===== config.mk =====
export PLATFORM = sky130hd
export DESIGN_NAME = multi_port_fifo
export DESIGN_NICKNAME = d
export VERILOG_FILES = /design/src/rtl/multi_port_fifo.sv
export SDC_FILE = /design/constraint.sdc
export NUM_CORES = 1
export LEC_CHECK = 0
export BUFFER_PORTS_ARGS = -buffer_cell sky130_fd_sc_hd__clkbuf_2
export CAP_MARGIN = 20
export CORE_MARGIN = 5
export CORE_UTILIZATION = 43
export CTS_CLUSTER_DIAMETER = 120
export CTS_CLUSTER_SIZE = 30
export DETAILED_ROUTE_END_ITERATION = 7
export PLACE_DENSITY = 0.72
export SLEW_MARGIN = 20
export SYNTH_ARGS = -nofsm -noshare
export SYNTH_HDL_FRONTEND = slang
export SYNTH_SLANG_ARGS = --single-unit

===== constraint.sdc =====
create_clock -name clk -period 10.55 [get_ports clk]
set_clock_uncertainty 0.2 [all_clocks]
set_input_delay 2.11 -clock clk [delete_from_list [all_inputs] [get_ports clk]]
set_output_delay 2.11 -clock clk [all_outputs]
set_load 0.05 [all_outputs]

===== src/rtl/multi_port_fifo.sv =====
// Circular FIFO with ENQ_W enqueue lanes and DEQ_W dequeue lanes per cycle, in-order lanes.
// Optional synchronous flush input is built in when MPFIFO_FLUSH_EN is defined.
module multi_port_fifo #(
    parameter int WIDTH = 32,
    parameter int DEPTH = 8,
    parameter int ENQ_W = 2,
    parameter int DEQ_W = 2
) (
    input  logic                       clk,
    input  logic                       rst,
    input  logic [ENQ_W-1:0]           enq_valid,
    input  logic [ENQ_W*WIDTH-1:0]     enq_data,
    output logic [ENQ_W-1:0]           enq_ready,
    output logic [DEQ_W-1:0]           deq_valid,
    output logic [DEQ_W*WIDTH-1:0]     deq_data,
    input  logic [DEQ_W-1:0]           deq_ready,
    output logic [$clog2(DEPTH):0]     count
`ifdef MPFIFO_FLUSH_EN
    ,
    input  logic                       flush
`endif
);
    localparam int AW = $clog2(DEPTH);
    localparam int PW = AW + 1;
    typedef logic [PW-1:0] ptr_t;
    localparam ptr_t DEPTH_P = ptr_t'(DEPTH);

    logic [WIDTH-1:0] mem_q [DEPTH];
    ptr_t head_q, head_d;
    ptr_t tail_q, tail_d;
    ptr_t count_q, count_d;
    ptr_t n_enq, n_deq;
    ptr_t free_slots;
    logic flush_act;

`ifdef MPFIFO_FLUSH_EN
    assign flush_act = flush;
`else
    assign flush_act = 1'b0;
`endif

    assign count      = count_q;
    assign free_slots = DEPTH_P - count_q;

    // Handshake: a lane transfers when its valid and ready are both high and every lower
    // lane also transfers; the first lane that does not transfer ends the group. Ready
    // and valid depend only on start-of-cycle occupancy, so there is no pass-through.
    always_comb begin
        enq_ready = '0;
        for (int i = 0; i < ENQ_W; i++) begin
            enq_ready[i] = free_slots > ptr_t'(i);
        end
    end

    always_comb begin
        logic [AW-1:0] rd_idx;
        rd_idx    = '0;
        deq_valid = '0;
        deq_data  = '0;
        for (int i = 0; i < DEQ_W; i++) begin
            rd_idx       = head_q[AW-1:0] + AW'(i);
            deq_valid[i] = count_q > ptr_t'(i);
            deq_data[i*WIDTH +: WIDTH] = deq_valid[i] ? mem_q[rd_idx] : '0;
        end
    end

    always_comb begin
        logic run;
        run   = 1'b1;
        n_enq = '0;
        for (int i = 0; i < ENQ_W; i++) begin
            run   = run & enq_valid[i] & enq_ready[i];
            n_enq = n_enq + ptr_t'(run);
        end
    end

    always_comb begin
        logic run;
        run   = 1'b1;
        n_deq = '0;
        for (int i = 0; i < DEQ_W; i++) begin
            run   = run & deq_valid[i] & deq_ready[i];
            n_deq = n_deq + ptr_t'(run);
        end
    end

    // Pointers carry a wrap bit so the add wraps mod 2*DEPTH for free.
    always_comb begin
        head_d  = head_q + n_deq;
        tail_d  = tail_q + n_enq;
        count_d = count_q + n_enq - n_deq;
        if (flush_act) begin
            head_d  = '0;
            tail_d  = '0;
            count_d = '0;
        end
    end

    always_ff @(posedge clk or posedge rst) begin
        if (rst) begin
            head_q  <= '0;
            tail_q  <= '0;
            count_q <= '0;
        end else begin
            head_q  <= head_d;
            tail_q  <= tail_d;
            count_q <= count_d;
        end
    end

    // Storage is deliberately not reset; occupancy alone decides what is visible.
    always_ff @(posedge clk) begin
        if (!flush_act) begin
            for (int i = 0; i < ENQ_W; i++) begin
                if (ptr_t'(i) < n_enq) begin
                    mem_q[tail_q[AW-1:0] + AW'(i)] <= enq_data[i*WIDTH +: WIDTH];
                end
            end
        end
    end

endmodule


==> impl_results.md, run 1 <==
- Status: complete, no violations
- Area Overhead vs Synth: 11.0%
- Syn Area/Cell: 17.6 um2
- Max Cap Violations: 0
- Iter 0 DRT Violations: 724
- Mux cell area share after synthesis: 0.378
- Most frequent cells after synthesis: 256 x edfxtp_1, 245 x mux2_2, 128 x mux4_2, 64 x a22o_1, 42 x buf_2
- Core ar.: 35,300 um2
- CP Data Required Time: 8240 ps
- Overall routed net length: 40,500 um
- WS Path Type: flop to output port
- Endpoints failing setup: 0
- Ratio of final minimum period to clock period: 0.565
- Worst hold path type: flop to flop
- Fill cell count: 2,983
- Overflow after GRT: 0
- Post-CTS Setup Bufs: 0
- # port buffers: 141
- Die Span X: 198 um
- First-pass DRT Iterations: 6
- Total clock buffers created by CTS: 12
- Post-synth top area share: 0.504
- Delay-heaviest family, CP: adder cells
- F_max: 168 MHz
- TritonCTS clock tree: built
- Count of distinct cell types in the synthesized netlist: 38
- Worst Setup Start Kind: flop
- Initial antenna violation count: 6
- Min cycle time layout: 5960 ps
- Synthesized flop and latch total: 266
- Hpwl dp: 24,400 um
- Top post-synthesis cells by area: edfxtp_1 50%, mux4_2 19%, mux2_2 18%
- Clk sinks: 266
- Synth Area in XOR/XNOR: 0.00575
- CP max stage cell: ha_2
- First-pass GRT wire length: 60,200 um
- # rows: 69
- Mapped Area: 15,200 um2
- CP cell instances: ha_2 -> buf_4 -> mux4_2 -> a22o_1 -> clkbuf_2
- Syn Inst Count: 868
- Yosys synthesis warning count: 0
- Worst-skew pair later-pin latency: 490 ps
- Drt via density: 6.13
- Adder-cell share of the synthesized area: 0.0151
- Vias: 8,851
- Multi-input logic area: 7060 um2
- Max-slew violations: 0
- Nets: 1,064
- Htree depth: 1
- Setup TNS: 0 ps
- Hold-fix buffers at CTS: 0
- Register area share after synthesis: 0.521
- Final ANT Viol Nets: 0
- Worst Setup End Kind: output port
- IO Count: 142
- Slew @ Worst Pin: 1010 ps
- DRC Markers: 0
- Clock-pin slew on the worst setup and hold paths: 120 ps
- CP peak stage delay: 920 ps
- WL/cell: 28.1 um
- CTS Buffer Depth: 3
- GRT Overall Usage: 0.205
- Count leader, synth: edfxtp_1
- Starting density of the core: 0.432
- Post-synthesis net count: 954
- Ys async rst share: 0.0376
- Share of post-route cells with drive strength above 1: 0.589
- Synth Area in Simple Gates: 0.0127
- Cell taking the most area after synthesis: edfxtp_1
- CP max FO: 36
- PostCTS Resize Cnt: 0
- FF/Latch Area: 7950 um2
- Most common flop cell mapped by yosys: edfxtp_1
- Vias in the first global route: 9,338
- Worst Path Arrival: 3650 ps
- GP Congestion: 0.763
- Die ar.: 39,300 um2
- Slew HR: 0.325
- Largest net degree at the start of global routing: 61
- Worst Path Buf+Inv: 2
- Vert. Die Dim: 198 um
- Final Hold Fails: 0
- Compound-Gate Fraction of Synth Area: 0.0410
- Largest family of logic cells by synthesized area: multiplexers
- Number of synthesized flops with an enable pin: 256
- Root Buffer: clkbuf_16
- Unrepaired setup endpoints after global routing: no
==> metal layers <==
metal  routed length, um  share of wire  track usage  up-vias
li1                    -              -            -     3841
met1               16400           0.41        0.276     4646
met2               20500           0.51        0.353      295
met3                2650          0.065       0.0337       59
met4                 841          0.021       0.0472       10
met5                  56         0.0014            0        -
==> layout by cell type, fill, tap and decap left out, types with 3 or more instances in the layout <==
cell | netlist | final
fa_1 | 4 | 4
inv_1 | 20 | 20
nor2_4 | 0 | 5
xnor2_1 | 3 | 3
clkbuf_2 | 0 | 141
edfxtp_1 | 256 | 256
dfrtp_1 | 10 | 8
clkbuf_16 | 0 | 13
mux4_2 | 128 | 128
a22o_1 | 64 | 64
mux2_1 | 11 | 11
nand2b_1 | 4 | 4
mux2_2 | 245 | 245
o22ai_4 | 0 | 3
buf_4 | 4 | 24
ha_1 | 12 | 11
==> area by class of cell <==
type	count	area share
clock inverters	1	0.00178
inverters	20	0.00444
multi-input cells	513	0.418
diodes	2	0.000296
flip-flops and latches	266	0.470
well taps	461	0.0341
clock buffers	15	0.0197
repair buffers	165	0.0524
==> flip-flops by register name (all words and copies together), names as in the netlist <==
| signal | flops |
|---|---|
| count | 4 |
| head_q | 3 |
| tail_q | 3 |
| mem_q | 256 |
==> path summary, 6_finish.rpt <==
path	from	to	slack, ps	cells past startpoint
max in group asynchronous	rst	head_q[1]	8420	2
min	count[0]	count[0]	440	1
max	head_q[0]	deq_data[50]	4590	5
max reg2reg	count[1]	mem_q[7][26]	6860	8
min in group asynchronous	rst	tail_q[0]	1380	2
min reg2reg	count[0]	count[0]	440	1
==> per-stage QoR <==
| stage | worst slack (ps) | instance area, um2 | hold WS [ps] | cells | util |
|---|---|---|---|---|---|
| floorplan | 4730 | 15200 | 296 | 868 | - |
| detailed placement | 5110 | 16500 | 423 | 1425 | 0.469 |
| finish | 4590 | 16900 | 441 | 1443 | 0.479 |
| CTS | 4580 | 16900 | 449 | 1441 | 0.479 |
| global placement | 5150 | 16500 | 402 | 1425 | 0.469 |
| global route | 4480 | 16900 | 499 | 1441 | 0.479 |
==> cells by family (layout without fill, tap and decap cells) <==
family	after synthesis	after routing
muxes	384	384
DFF	266	266
buffers and inverters	89	201
AOI/OAI and AO/OA	74	74
and+or+nand+nor	32	32
adders and majority gates	16	16
xor gates and xnor gates	7	7
other	0	2
Power of run 1 is not shown: default switching activity piles up to over one toggle a cycle in this logic, so the estimate is an artifact.
==> inputs of run 2 (changes only) <==
clock period = 5.8 ns   (was 10.55 ns; I/O delays follow)
==> run 2 against run 1 <==
  * Setup slack worse by 3600 ps
  * Highest routed layer unchanged
  * Non-clock buffer count up 5
  * Hold slack worse by 18 ps
  * Count of clock-buffer cells in the layout up 2
  * Via count up 2.3%
  * Critical path depth up 1
  * Cell count up 0.55%
  * Register-to-register slack worse by 4900 ps
  * Sequential cell count unchanged
  * Design area up 0.67%
==> impl_results.md, run 2 (synthesis gave the netlist of run 1 again) <==
- Status: complete, no violations
- CTS Buffer Depth: 3 (unchanged)
- Worst Path Arrival: 3470 ps (-180 ps)
- Worst Slack Setup Final: 971 ps (-3620 ps)
- Clock-pin slew on the worst setup and hold paths: 120 ps (about the same)
- Slew HR: 0.238 (-0.0866)
- Vert. Die Dim: 198 um (unchanged)
- Final ANT Viol Nets: 0 (unchanged)
- Largest net degree at the start of global routing: 130 (+110%)
- GRT Overall Usage: 0.203 (-0.00203)
- First-pass DRT Iterations: 5 (-1)
- Drt via density: 6.24 (+1.8%)
- Htree depth: 1 (unchanged)
- Hpwl dp: 25,200 um (+3.3%)
- Share of post-route cells with drive strength above 1: 0.590 (+0.000890)
- CP Data Required Time: 4440 ps (-3800 ps)
- CP max FO: 26 (-28%)
- Largest register FFs: 256 (unchanged)
- Worst Setup Start Kind: flop
- Commonest cells after routing, fill and taps aside: 256 x edfxtp_1, 245 x mux2_2, 141 x clkbuf_2, 128 x mux4_2, 64 x a22o_1
- Overflow after GRT: 0 (unchanged)
- Post-CTS Setup Bufs: 0 (unchanged)
- DRC Markers: 0 (unchanged)
- First-pass GRT wire length: 60,400 um (+0.30%)
- Max Cap Violations: 0 (unchanged)
- Most common cell after layout, fill and taps aside: edfxtp_1
- Reg2reg path depth: 8 (unchanged)
- Final hold slack: 423 ps (-17.8 ps)
- Nets: 1,069 (+0.47%)
- Core ar.: 35,300 um2 (unchanged)
- Setup WS pre-CTS: 1500 ps (-3610 ps)
- PostCTS Resize Cnt: 0 (unchanged)
- Endpoints failing setup: 0 (unchanged)
- GP Congestion: 0.767 (+0.50%)
- Vias in the first global route: 9,506 (+1.8%)
- Unrepaired setup endpoints after global routing: no
- Die Span X: 198 um (unchanged)
- Area Overhead vs Synth: 11.7%
- Vias: 9,057 (+2.3%)
- Ratio of final minimum period to clock period: 0.833
- Worst hold path type: flop to flop
- Overall routed net length: 40,500 um (-0.14%)
- F_max: 207 MHz
- Hold-fix buffers at CTS: 0 (unchanged)
- Worst-skew pair later-pin latency: 480 ps (about the same)
- Clk sinks: 266 (unchanged)
- DP Area: 16,600 um2 (+0.62%)
- WL/cell: 27.9 um (-0.69%)
- Initial antenna violation count: 5 (-1)
- Root Buffer: clkbuf_16
- Non-Filler Cell Area, Final: 17,000 um2 (+0.67%)
- Max-slew violations: 0 (unchanged)
- TritonCTS clock tree: built
- FF/Latch Area: 7950 um2 (unchanged)
- Multi-input logic area: 7060 um2 (unchanged)
- Final Hold Fails: 0 (unchanged)
- WS Path Type: flop to output port
- Die ar.: 39,300 um2 (unchanged)
- # rows: 69 (unchanged)
- IO Count: 142 (unchanged)
- Starting density of the core: 0.432 (unchanged)
- Fill cell count: 2,987 (+0.13%)
- Min cycle time layout: 4830 ps
- Setup TNS: 0 ps (unchanged)
- Slew @ Worst Pin: 1140 ps (+132 ps)
- # port buffers: 141 (unchanged)
- Total clock buffers created by CTS: 12 (unchanged)
- WHS Path Cells: 1 (unchanged)
- Worst Setup End Kind: output port
- Iter 0 DRT Violations: 775 (+7.0%)
[run 2: per-stage QoR]
stage / utilization / std cells
3_5_place_dp: 0.471 / 1430
5_1_grt: 0.482 / 1450
2_1_floorplan: - / 868
4_1_cts: 0.482 / 1448
6_report: 0.482 / 1451
3_3_place_gp: 0.470 / 1428
[run 2: layout make-up]
class                           count  area share
Timing Repair Buffer              170      0.0581
Clock buffer                       17      0.0200
Multi-Input combinational cell    513       0.415
Antenna cell                        3    0.000441
Clock inverter                      1     0.00176
Tap cell                          461      0.0339
Sequential cell                   266       0.467
Inverter                           20     0.00441
[run 2: critical path: stages (launching register included)]
cell	delay (ps)
dfrtp_4	810
ha_2	300
xor2_1	270
and2_1	690
buf_4	360
a22o_1	220
clkbuf_2	310
[run 2: metal layers]
layer	global-route usage	vias to the layer above	part of all wire
li1	-	3850	-
met1	0.287	4802	0.41
met2	0.335	348	0.49
met3	0.0316	53	0.070
met4	0.0474	4	0.022
met5	0	-	0.00067
[run 2: path summary, 6_finish.rpt]
kind                            from            to  slack, ps
max in group asynchronous        rst     head_q[1]       4640
min in group asynchronous        rst     head_q[0]        430
min                         count[0]      count[0]        420
max                        head_q[1]  deq_data[55]        970
max reg2reg                 count[1]  mem_q[0][20]       1920
min reg2reg                 count[0]      count[0]        420
Power of run 2 is left out for the same reason.
